<file path="src/rtl/fifo_arb_pkg.sv">
// Shared definitions for the FIFO push arbiter: FSM state encoding and the
// width helper used for owner indices and beat counters.
package fifo_arb_pkg;

    localparam logic ST_IDLE  = 1'b0;
    localparam logic ST_BURST = 1'b1;

    typedef enum logic {
        S_IDLE  = ST_IDLE,
        S_BURST = ST_BURST
    } state_t;

    // Ceiling log2 with a floor of one bit, so a width is never zero.
    function automatic int clog2_min1(input int n);
        int w;
        w = 0;
        while ((1 << w) < n) begin
            w = w + 1;
        end
        return (w < 1) ? 1 : w;
    endfunction

endpackage

</file>
<file path="src/rtl/rr_pick.sv">
// Round-robin picker: returns the first asserted request found by searching
// upward from last_owner+1, wrapping modulo NUM_REQ.
module rr_pick
    import fifo_arb_pkg::*;
#(
    parameter int  NUM_REQ = 4,
    localparam int ID_W    = clog2_min1(NUM_REQ)
) (
    input  logic [NUM_REQ-1:0] req,
    input  logic [ID_W-1:0]    last_owner,
    output logic               found,
    output logic [ID_W-1:0]    pick_idx
);

    int              cand;
    logic [ID_W-1:0] cidx;

    // Scan from farthest to nearest so the nearest hit after last_owner wins.
    always_comb begin
        found    = 1'b0;
        pick_idx = '0;
        cand     = 0;
        cidx     = '0;
        for (int i = NUM_REQ; i >= 1; i--) begin
            cand = (int'(last_owner) + i) % NUM_REQ;
            cidx = cand[ID_W-1:0];
            if (req[cidx]) begin
                found    = 1'b1;
                pick_idx = cidx;
            end
        end
    end

endmodule

</file>
<file path="src/rtl/fifo_push_arbiter.sv">
// Shares one async FIFO write port between NUM_REQ producers. Whole bursts
// are granted round-robin; a burst ends on req_last or after MAX_BURST beats.
// Ownership is locked for the whole burst, even if the owner pauses.
module fifo_push_arbiter
    import fifo_arb_pkg::*;
#(
    parameter int  NUM_REQ    = 4,
    parameter int  DATA_WIDTH = 32,
    parameter int  MAX_BURST  = 8,
    localparam int ID_W       = clog2_min1(NUM_REQ)
) (
    input  logic                          clk,
    input  logic                          rst,
    input  logic [NUM_REQ-1:0]            req,
    input  logic [NUM_REQ*DATA_WIDTH-1:0] req_data,
    input  logic [NUM_REQ-1:0]            req_last,
    output logic [NUM_REQ-1:0]            gnt,
    output logic                          fifo_wpush,
    output logic [DATA_WIDTH-1:0]         fifo_wdata,
    input  logic                          fifo_wfull,
    output logic                          busy,
    output logic [ID_W-1:0]               owner
);

    localparam int              CNT_W    = clog2_min1(MAX_BURST + 1);
    localparam logic [CNT_W-1:0] CNT_LAST = CNT_W'(MAX_BURST - 1);

    state_t          state;
    logic [ID_W-1:0] last_owner;
    logic [CNT_W-1:0] beat_cnt;
    logic            found;
    logic [ID_W-1:0] pick_idx;
    logic            accept;
    logic            burst_done;

    rr_pick #(
        .NUM_REQ (NUM_REQ)
    ) u_pick (
        .req        (req),
        .last_owner (last_owner),
        .found      (found),
        .pick_idx   (pick_idx)
    );

    // A beat moves only while bursting, the owner has data and the FIFO has room.
    always_comb begin
        accept     = (state == S_BURST) && req[owner] && !fifo_wfull;
        burst_done = accept && (req_last[owner] || (beat_cnt == CNT_LAST));
    end

    // Route the owner's data to the FIFO and pulse its grant on each accepted beat.
    always_comb begin
        gnt        = '0;
        fifo_wdata = '0;
        for (int i = 0; i < NUM_REQ; i++) begin
            if (owner == ID_W'(i)) begin
                if (state == S_BURST) begin
                    fifo_wdata = req_data[i*DATA_WIDTH +: DATA_WIDTH];
                end
                if (accept) begin
                    gnt[i] = 1'b1;
                end
            end
        end
    end

    assign fifo_wpush = accept;
    assign busy       = (state == S_BURST);

    // Burst FSM: one arbitration cycle in IDLE, then beats until last or MAX_BURST.
    always_ff @(posedge clk or posedge rst) begin
        if (rst) begin
            state      <= S_IDLE;
            owner      <= '0;
            last_owner <= ID_W'(NUM_REQ - 1);
            beat_cnt   <= '0;
        end else begin
            case (state)
                S_IDLE: begin
                    if (found) begin
                        owner    <= pick_idx;
                        beat_cnt <= '0;
                        state    <= S_BURST;
                    end
                end
                S_BURST: begin
                    if (burst_done) begin
                        last_owner <= owner;
                        beat_cnt   <= '0;
                        state      <= S_IDLE;
                    end else if (accept) begin
                        beat_cnt <= beat_cnt + CNT_W'(1);
                    end
                end
                default: state <= S_IDLE;
            endcase
        end
    end

endmodule

</file>
<file path="config.mk">
export PLATFORM = sky130hd
export DESIGN_NAME = fifo_push_arbiter
export DESIGN_NICKNAME = d
export VERILOG_FILES = /design/src/rtl/fifo_arb_pkg.sv /design/src/rtl/rr_pick.sv /design/src/rtl/fifo_push_arbiter.sv
export SDC_FILE = /design/constraint.sdc
export NUM_CORES = 1
export LEC_CHECK = 0
export CAP_MARGIN = 20
export CORE_ASPECT_RATIO = 1.1
export CORE_MARGIN = 2
export CORE_UTILIZATION = 26
export DETAILED_ROUTE_END_ITERATION = 12
export GPL_TIMING_DRIVEN = 1
export PLACE_DENSITY = 0.76
export REMOVE_ABC_BUFFERS = 1
export SLEW_MARGIN = 25
export SYNTH_ARGS = -nofsm -noshare
export SYNTH_HDL_FRONTEND = slang
export SYNTH_SLANG_ARGS = --single-unit
</file>
<file path="constraint.sdc">
create_clock -name clk -period 1.7 [get_ports clk]
set_input_delay 0.17 -clock clk [delete_from_list [all_inputs] [get_ports clk]]
set_output_delay 0.17 -clock clk [all_outputs]
set_load 0.01 [all_outputs]
</file>
==> results of run 1 <==
## critical path: stages, from the launching register on
cell and delay [ps]:
dfrtp_2 460, buf_12 150, buf_6 100, mux4_2 540
a31o_4 250, o21ai_4 70, mux2_4 320
## stage by stage
stage                      util  std cells
after floorplan               -        130
after global routing      0.620        424
after global placement    0.590        407
final                     0.620        424
after detailed placement  0.590        407
after CTS                 0.623        428
## per-layer routing
layer  wire, um  vias to the layer above
met5          0                        -
met4        339                        0
met3        609                       25
met2       4350                      111
met1       2900                     1022
li1           -                      964
## power by group through the flow
stage / Sequential, mW / Clock, mW / Combinational (mW)
finish: 0.467 / 0.239 / 4.10
global route: 0.485 / 0.260 / 4.40
CTS: 0.452 / 0.244 / 4.07
detailed placement: 0.441 / 0 / 3.74
global placement: 0.435 / 0 / 3.69
floorplan: 0.698 / 0 / 1.62
## registers in the layout (all words and copies together) (netlist names)
| name | cells |
|---|---|
| beat_cnt | 4 |
| owner | 2 |
| last_owner | 2 |
| busy | 1 |
## what timing repair did
item,CTS,global route
endpoints found under the hold margin,0,0
endpoints found under the setup margin,43,47
buffers inserted,14,2
gates cloned,3,0
resized for setup,178,22
hold buffers,0,0
pin swaps,29,0
## cell type report
type | count | area (sq um) | area share
clock buffer | 4 | 45.0 | 0.0119
inverter | 3 | 11.3 | 0.00297
multi-input combinational | 118 | 1400 | 0.368
sequential | 9 | 231 | 0.0610
tap | 80 | 100 | 0.0264
timing repair buffer | 210 | 2010 | 0.530
## final timing paths
kind                                              to  slack, ps  cells after the start
setup / recovery           last_owner[1]$_DFFE_PP1P_       -280                      6
hold / removal               beat_cnt[1]$_DFFE_PP0P_        190                      2
setup reg to reg           last_owner[1]$_DFFE_PP1P_       -280                      6
hold reg to reg              beat_cnt[0]$_DFFE_PP0P_        540                      1
max in group asynchronous  last_owner[1]$_DFFE_PP1P_       1220                      2
min in group clk             beat_cnt[0]$_DFFE_PP0P_        540                      1
## cell families (layout without fill, tap and decap cells)
| logic type | Yosys count | after routing | share of synthesized area |
|---|---|---|---|
| compound gates | 18 | 18 | 0.0924 |
| xor+xnor | 1 | 1 | 0.00539 |
| fa+ha+maj | 1 | 1 | 0.00770 |
| buf+inv | 18 | 217 | 0.0547 |
| flops | 9 | 9 | 0.140 |
| mux | 38 | 38 | 0.491 |
| simple gates | 60 | 60 | 0.209 |
## placed cells by master (no fill, tap or decap), drive strengths merged
cell type | Yosys | routed
xnor2 | 1 | 1
nor4 | 1 | 1
nor3 | 3 | 3
o2bb2ai | 1 | 1
a31o | 1 | 1
and2 | 34 | 34
a21oi | 2 | 2
a22oi | 1 | 1
clkbuf | 7 | 4
o32a | 1 | 1
a31oi | 2 | 2
dfstp | 2 | 2
nand3 | 4 | 4
dlymetal6s2s | 0 | 1
nand2 | 4 | 4
buf | 8 | 69
nand2b | 2 | 2
nor2 | 7 | 7
o21ai | 3 | 3
o31ai | 2 | 2
ha | 1 | 1
mux2i | 1 | 1
mux4 | 33 | 33
a211o | 1 | 1
and3 | 2 | 2
o221ai | 1 | 1
inv | 3 | 3
mux2 | 4 | 4
dfrtp | 7 | 7
a2111oi | 1 | 1
a21o | 1 | 1
o32ai | 1 | 1
clkdlybuf4s50 | 0 | 140
nor2b | 3 | 3
## cell usage after synthesis (3+ instances only)
cell type,number,area [sq um]
dfrtp_1,7,175
buf_4,3,22.5
and2_1,34,213
inv_1,3,11.3
nor2b_1,3,18.8
mux4_2,33,743
nor2_1,7,26.3
nor3_1,3,15.0
clkbuf_1,7,26.3
nand3_1,4,20.0
nand2_1,4,15.0
==> results.txt, run 1 <==
Status = complete, but fails checks
Violated checks = negative setup slack
Power Density = 1270 nW/um^2
Sequential Power Share = 0.097
RSZ-0062 raised after global routing = true
Die span in x = 79.4 um
Logic gate share of total power = 0.853
Fin. Hold Viols = 0
Initial core utilization = 0.266
Clock root cell = clkbuf_8
Cell Area, Synth = 1630 sq um
Yosys reg bits = 9
CTS buffer count = 3
Synth Warn # = 0
Crit path kind = register to register
Via Count = 2,122
Die Y = 86.9 um
First-pass GRT wire length = 12,300 um
Crit path arrival time = 2130 ps
Sw Ratio = 0.373
Initial drt markers = 48
Final HPWL DP = 6490 um
Critical Path Start = owner[0]$_DFFE_PP0P_
Max IR drop VDD = 554 uV
Clock slew at reported path FFs = 40 ps
Fillers = 503
Final Power = 4.81 mW
Sink Count = 9
Max capacitance violation total = 0
Depth of the CTS H-tree = 1
Fin crit share = 1.16
Area Growth Syn to Fin = 134%
Min Tclk post-route = 1980 ps
Deepest clock path buffer count = 2
Required time of the critical path = 1850 ps
Seq/Total Area, Yosys = 0.140
Met3 GRT Util = 0.0591
Worst r2r src = owner[0]$_DFFE_PP0P_
Layout Skew = 0.123 ps
Min-delay worst type = primary input to async pin
Post-route DRC = 0
Largest net degree at the start of global routing = 27
Slew @ Worst Pin = 383 ps
Detail Route Antenna Nets = 0
Final Instance Area = 3800 sq um
Core Area = 6120 sq um
Fin nets = 485
Total die area = 6900 sq um
Critical Path Start Type = register
Remaining Overflow, GRT = 0
Met1 usage = 0.254
P_int = 3.01 mW
Routed WL per cell = 19.3 um
Grt peak-use layer = met2
Post-synthesis cell count = 145
Distinct cell type count after synthesis = 38
F_max = 0.506 GHz
First-pass DRT Iterations = 4
Relative slew slack = 0.744
Site Rows = 30
Placement Setup Slack = -303 ps
Final Setup Violations = 44
P_leak = 1.56 nW
Synth async-reset ratio = 1.00
Final wirelength = 8200 um
Clock Latency Late Sink = 230 ps
Slew Limit Fails = 0
Crit end category = register
Layout cells sized above 1 = 0.401
RD Place Congestion = 0.950
Boundary Pins = 179
CTS tree = done
Setup WS post-layout = -275 ps
Main flop type after synthesis = dfrtp_1
Placed Area = 3610 sq um
Initial antenna violation count = 0
Fin Hold WS = 195 ps
Vias in the first global route = 2,343
Syn_area_per_cell = 11.2 sq um
Gr usage total = 0.237
Met2 usage = 0.446
EDFF count, synth = 0
Setup TNS = -6930 ps
CP max FO = 6
Clock share of power = 0.050
IO buf count = 178
Post-DR vias/cell = 5.00
NetSw = 1.79 mW
Ant. Diodes = 0
No activity file was read; power rests on OpenSTA's default activity.
==> run 2, diff against run 1 <==
- CELL_PAD_IN_SITES_DETAIL_PLACEMENT: default -> 0
- CELL_PAD_IN_SITES_GLOBAL_PLACEMENT: default -> 2
- CORE_UTILIZATION: 26 -> 13
==> run 2 against run 1 <==
The flow still finishes with violations (negative setup slack). Cell count increased by 18%. Critical path depth did not move. Clock power grew 77%. Clock skew up 1.4 ps. Critical path type is now register to output port. Largest cell class unchanged. Largest power group unchanged.
==> results.txt, run 2 (synthesized netlist as in run 1, its figures left out) <==
Post-DR vias/cell = 4.18
Setup WS post-layout = -244 ps
Fin util = 0.338
Final Power = 5.41 mW
Fin crit share = 1.14
Crit end category = output port
Largest register by flop count = beat_cnt
Gr usage total = 0.121
Layout cells sized above 1 = 0.438
Largest net degree at the start of global routing = 23
Final HPWL DP = 6630 um
P_int = 3.48 mW
P_leak = 1.63 nW
Slowest Stage Delay on Critical Path = 480 ps
First-pass GRT wire length = 12,700 um
Deepest clock path buffer count = 2
RD Place Congestion = 0.861
Fin. Hold Viols = 0
CP top delay family = buffers and inverters
Final wirelength = 8400 um
Required time of the critical path = 1530 ps
Clock Latency Late Sink = 240 ps
Worst reg2reg path depth = 6
Sequential Power Share = 0.087
Max capacitance violation total = 0
Commonest non-fill, non-tap cell in the layout = clkdlybuf4s50_1
Ant. Diodes = 0
Violated checks = negative setup slack
CTS buffer count = 3
Clock slew at reported path FFs = 40 ps
Most frequent cells in the layout = clkdlybuf4s50_1, mux4_2, buf_6, and2_4, buf_4
Clock root cell = clkbuf_16
Fin Hold WS = 207 ps
IO buf count = 178
Fin nets = 488
Site Rows = 42
Max IR drop VDD = 540 uV
Post-route DRC = 0
CTS tree = done
WP buf/inv = 4
Total die area = 13,400 sq um
Logic gate share of total power = 0.835
Via Count = 2,093
Final Instance Area = 4110 sq um
NetSw = 1.93 mW
Final Setup Violations = 41
R2r endpoint = last_owner[1]$_DFFE_PP1P_
Critical Path Start Type = register
Die Y = 121 um
Core Area = 12,100 sq um
Status = complete, but fails checks
Largest registers = beat_cnt: 4 flops, last_owner: 2 flops, owner: 2 flops
Sw Ratio = 0.356
Initial antenna violation count = 0
Initial core utilization = 0.134
Clock share of power = 0.078
Critical Path Slowest Stage Cell = mux4_2
Depth of the CTS H-tree = 1
Crit path arrival time = 1770 ps
Layout Skew = 1.52 ps
Min-delay worst type = primary input to async pin
Vias in the first global route = 2,221
First-pass DRT Iterations = 4
Remaining Overflow, GRT = 0
Max reg flops = 4
Critical-path cell list = buf_12, buf_12, buf_12, mux4_2, and2_4, buf_6
R2r setup slk = -240 ps
Area Growth Syn to Fin = 153%
Worst r2r src = owner[0]$_DFFE_PP0P_
Crit path kind = register to output port
CP max FO = 5
Slew Limit Fails = 0
Detail Route Antenna Nets = 0
Slew @ Worst Pin = 370 ps
Power Density = 1320 nW/um^2
RSZ-0062 raised after global routing = true
F_max = 0.514 GHz
Routed WL per cell = 16.8 um
Boundary Pins = 179
Placed Area = 3760 sq um
Min Tclk post-route = 1940 ps
Most used cell, CP = buf_12
Die span in x = 111 um
Initial drt markers = 120
Sink Count = 9
Relative slew slack = 0.753
-- run 2: cell count changes in the layout (fill, tap and decap cells not counted), sizes merged --
cell          change
dlymetal6s2s      -1
clkbuf            +1
buf               +2
dlygate4sd2       +1
-- run 2: stage by stage --
stage	cells	setup WS [ps]	TNS, ps
after global routing	501	-311	-9130
after floorplan	130	-1300	-41430
after global placement	485	-311	-10680
after CTS	501	-255	-7580
after detailed placement	485	-314	-11520
final	501	-244	-6690
-- run 2: worst max-delay path by stage --
stage | end | slack, ps | cells past startpoint | startpoint
after floorplan | last_owner[0]$_DFFE_PP1P_ | -1300 | 4 | owner[0]$_DFFE_PP0P_
after global placement | gnt[3] | -310 | 5 | req[3]
after detailed placement | fifo_wdata[14] | -310 | 4 | owner[0]$_DFFE_PP0P_
after CTS | fifo_wdata[25] | -260 | 6 | owner[0]$_DFFE_PP0P_
after global routing | fifo_wdata[11] | -310 | 6 | owner[0]$_DFFE_PP0P_
final | fifo_wdata[11] | -240 | 6 | owner[0]$_DFFE_PP0P_
-- run 2: layout make-up --
class                           count  area [sq um]
Inverter                            3          11.3
Multi-Input combinational cell    118          1450
Clock buffer                        4          78.8
Timing Repair Buffer              213          2140
Sequential cell                     9           231
Tap cell                          154           193
Fill cell                        1221          8030
-- run 2: what timing repair did --
item | CTS | global route
gates resized for setup | 164 | 57
pin swaps | 30 | 6
hold buffers | 0 | 0
endpoints found under the hold margin | 0 | 0
endpoints found under the setup margin | 46 | 44
buffers inserted | 10 | 1
gates cloned | 2 | 0
-- run 2: layer usage --
layer / up-vias / global-route usage / share of wire
met3: 7 / 0.0295 / 0.067
met5: - / 0 / 0
met4: 0 / 0.0195 / 0.011
li1: 973 / - / -
met1: 1003 / 0.144 / 0.40
met2: 110 / 0.225 / 0.52
-- run 2: power by group through the flow --
stage	Combinational [mW]	Clock [mW]	Sequential [mW]
after CTS	4.09	0.427	0.456
final	4.52	0.423	0.468
after floorplan	1.62	0	0.698
after global routing	4.83	0.447	0.484
after global placement	3.87	0	0.453
after detailed placement	3.88	0	0.458
==> run 3, diff against run 2 <==
- RECOVER_POWER: default -> 100
==> run 3 against run 2 <==
The run still ends with negative setup slack left. Clock power hardly changed. Maximum frequency hardly changed. Die area stayed put. Worst setup slack better by 0.56 ps. Highest routed layer unchanged. Largest cell class unchanged. Clock skew is 1.0 ps higher.
==> results.txt, run 3 (synthesized netlist as in run 1, its figures left out) <==
Relative slew slack = 0.753
Hold buffers post-CTS = 0
Area Growth Syn to Fin = 151%
DR WL met2 = 4380 um
Final HPWL DP = 6630 um
Placement Setup Slack = -314 ps
Post-route DRC = 0
Layout cells sized above 1 = 0.435
Fin util = 0.337
CTS buffer count = 3
Min-delay worst type = primary input to async pin
Slew Limit Fails = 0
Fin nets = 488
Required time of the critical path = 1860 ps
RSZ-0062 raised after global routing = true
Critical Path Start Type = register
R2r endpoint = last_owner[1]$_DFFE_PP1P_
Logic gate share of total power = 0.836
Worst reg2reg path depth = 6
Fin Hold WS = 345 ps
Post-Route M1 WL = 3350 um
Initial core utilization = 0.134
Max IR drop VDD = 539 uV
Largest registers = beat_cnt: 4 flops, last_owner: 2 flops, owner: 2 flops
Crit path kind = register to register
Crit end category = register
Setup WS post-layout = -244 ps
Status = complete, but fails checks
Final Instance Area = 4090 sq um
Initial antenna violation count = 0
Die Y = 121 um
First-pass DRT Iterations = 4
Max capacitance violation total = 0
Initial drt markers = 83
Sink Count = 9
Most frequent cells in the layout = clkdlybuf4s50_1, mux4_2, buf_6, and2_4, buf_4
F_max = 0.515 GHz
Finished Layout Cells = 501
Via Count = 2,087
Ant. Diodes = 0
Vias in the first global route = 2,221
Slew @ Worst Pin = 371 ps
Deepest clock path buffer count = 2
Crit path arrival time = 2110 ps
Final Setup Violations = 41
Site Rows = 42
Clock slew at reported path FFs = 40 ps
Clock Latency Late Sink = 240 ps
Final wirelength = 8380 um
Largest register by flop count = beat_cnt
Total die area = 13,400 sq um
Met3 WL post-DR = 553 um
Die span in x = 111 um
Power Density = 1310 nW/um^2
Commonest non-fill, non-tap cell in the layout = clkdlybuf4s50_1
NetSw = 1.91 mW
Placed Instances = 485
Worst r2r src = owner[0]$_DFFE_PP0P_
Detail Route Antenna Nets = 0
R2r setup slk = -240 ps
Post-DR vias/cell = 4.17
Layout Skew = 2.56 ps
Boundary Pins = 179
IO buf count = 178
Slowest Stage Delay on Critical Path = 560 ps
Depth of the CTS H-tree = 1
Gr usage total = 0.121
Sw Ratio = 0.356
First-pass GRT wire length = 12,700 um
Fillers = 1,222
Violated checks = negative setup slack
P_leak = 1.63 nW
Clock share of power = 0.078
Fin crit share = 1.14
Clock root cell = clkbuf_16
Remaining Overflow, GRT = 0
Sequential Power Share = 0.086
Routed WL per cell = 16.7 um
Fin. Hold Viols = 0
Max reg flops = 4
Critical-path cell list = buf_6, buf_6, mux4_2, a31o_1, o21ai_2, mux2_4
CP max FO = 4
Most used cell, CP = buf_6
Core Area = 12,100 sq um
CTS tree = done
Largest net degree at the start of global routing = 23
Min Tclk post-route = 1940 ps
Critical Path Slowest Stage Cell = mux4_2
Placed Area = 3760 sq um
Top routing layer used = met4
P_int = 3.46 mW
RD Place Congestion = 0.861
-- run 3: critical path: cells and delay by family, from the launching register on --
| family | cells | cell delay, ps |
|---|---|---|
| mux | 2 | 880 |
| flops | 1 | 400 |
| buf+inv | 2 | 240 |
| compound gates | 2 | 350 |
-- run 3: how the worst max path moves through the flow --
stage,startpoint,to,slack [ps],cells after the start
6_report,owner[0]$_DFFE_PP0P_,last_owner[1]$_DFFE_PP1P_,-240,6
5_1_grt,owner[0]$_DFFE_PP0P_,fifo_wdata[11],-310,6
4_1_cts,owner[0]$_DFFE_PP0P_,fifo_wdata[25],-260,6
3_5_place_dp,owner[0]$_DFFE_PP0P_,fifo_wdata[14],-310,4
3_3_place_gp,req[3],gnt[3],-310,5
2_1_floorplan,owner[0]$_DFFE_PP0P_,last_owner[0]$_DFFE_PP1P_,-1300,4
-- run 3: repair_timing --
action / CTS / global route
cloned: 2 / 0
endpoints found under the hold margin: 0 / 0
pin swaps: 30 / 6
resized for setup: 164 / 57
buffers inserted: 10 / 1
endpoints found under the setup margin: 46 / 44
-- run 3: layer usage --
layer	global-route usage	vias up
li1	-	974
met1	0.144	997
met2	0.225	110
met3	0.0295	6
met4	0.0195	0
met5	0	-
-- run 3: cell type report --
type	count	area [sq um]	share of cell area
multi-input combinational	118	1450	0.354
tap	154	193	0.0472
timing repair buffer	213	2130	0.520
inverter	3	11.3	0.00276
clock buffer	4	78.8	0.0193
sequential	9	231	0.0566
-- run 3: metrics by stage --
| step | TNS, ps | power, mW |
|---|---|---|
| 4_1_cts | -7580 | 4.98 |
| 3_5_place_dp | -11520 | 4.34 |
| 6_report | -6660 | 5.37 |
| 5_1_grt | -9120 | 5.72 |
| 2_1_floorplan | -41430 | 2.31 |
| 3_3_place_gp | -10680 | 4.32 |
-- run 3: power groups by stage --
stage | clock (mW) | combinational, mW | sequential (mW)
after global placement | 0 | 3.87 | 0.453
after detailed placement | 0 | 3.88 | 0.458
after CTS | 0.427 | 4.09 | 0.456
after floorplan | 0 | 1.62 | 0.698
after global routing | 0.447 | 4.80 | 0.477
final | 0.420 | 4.49 | 0.461
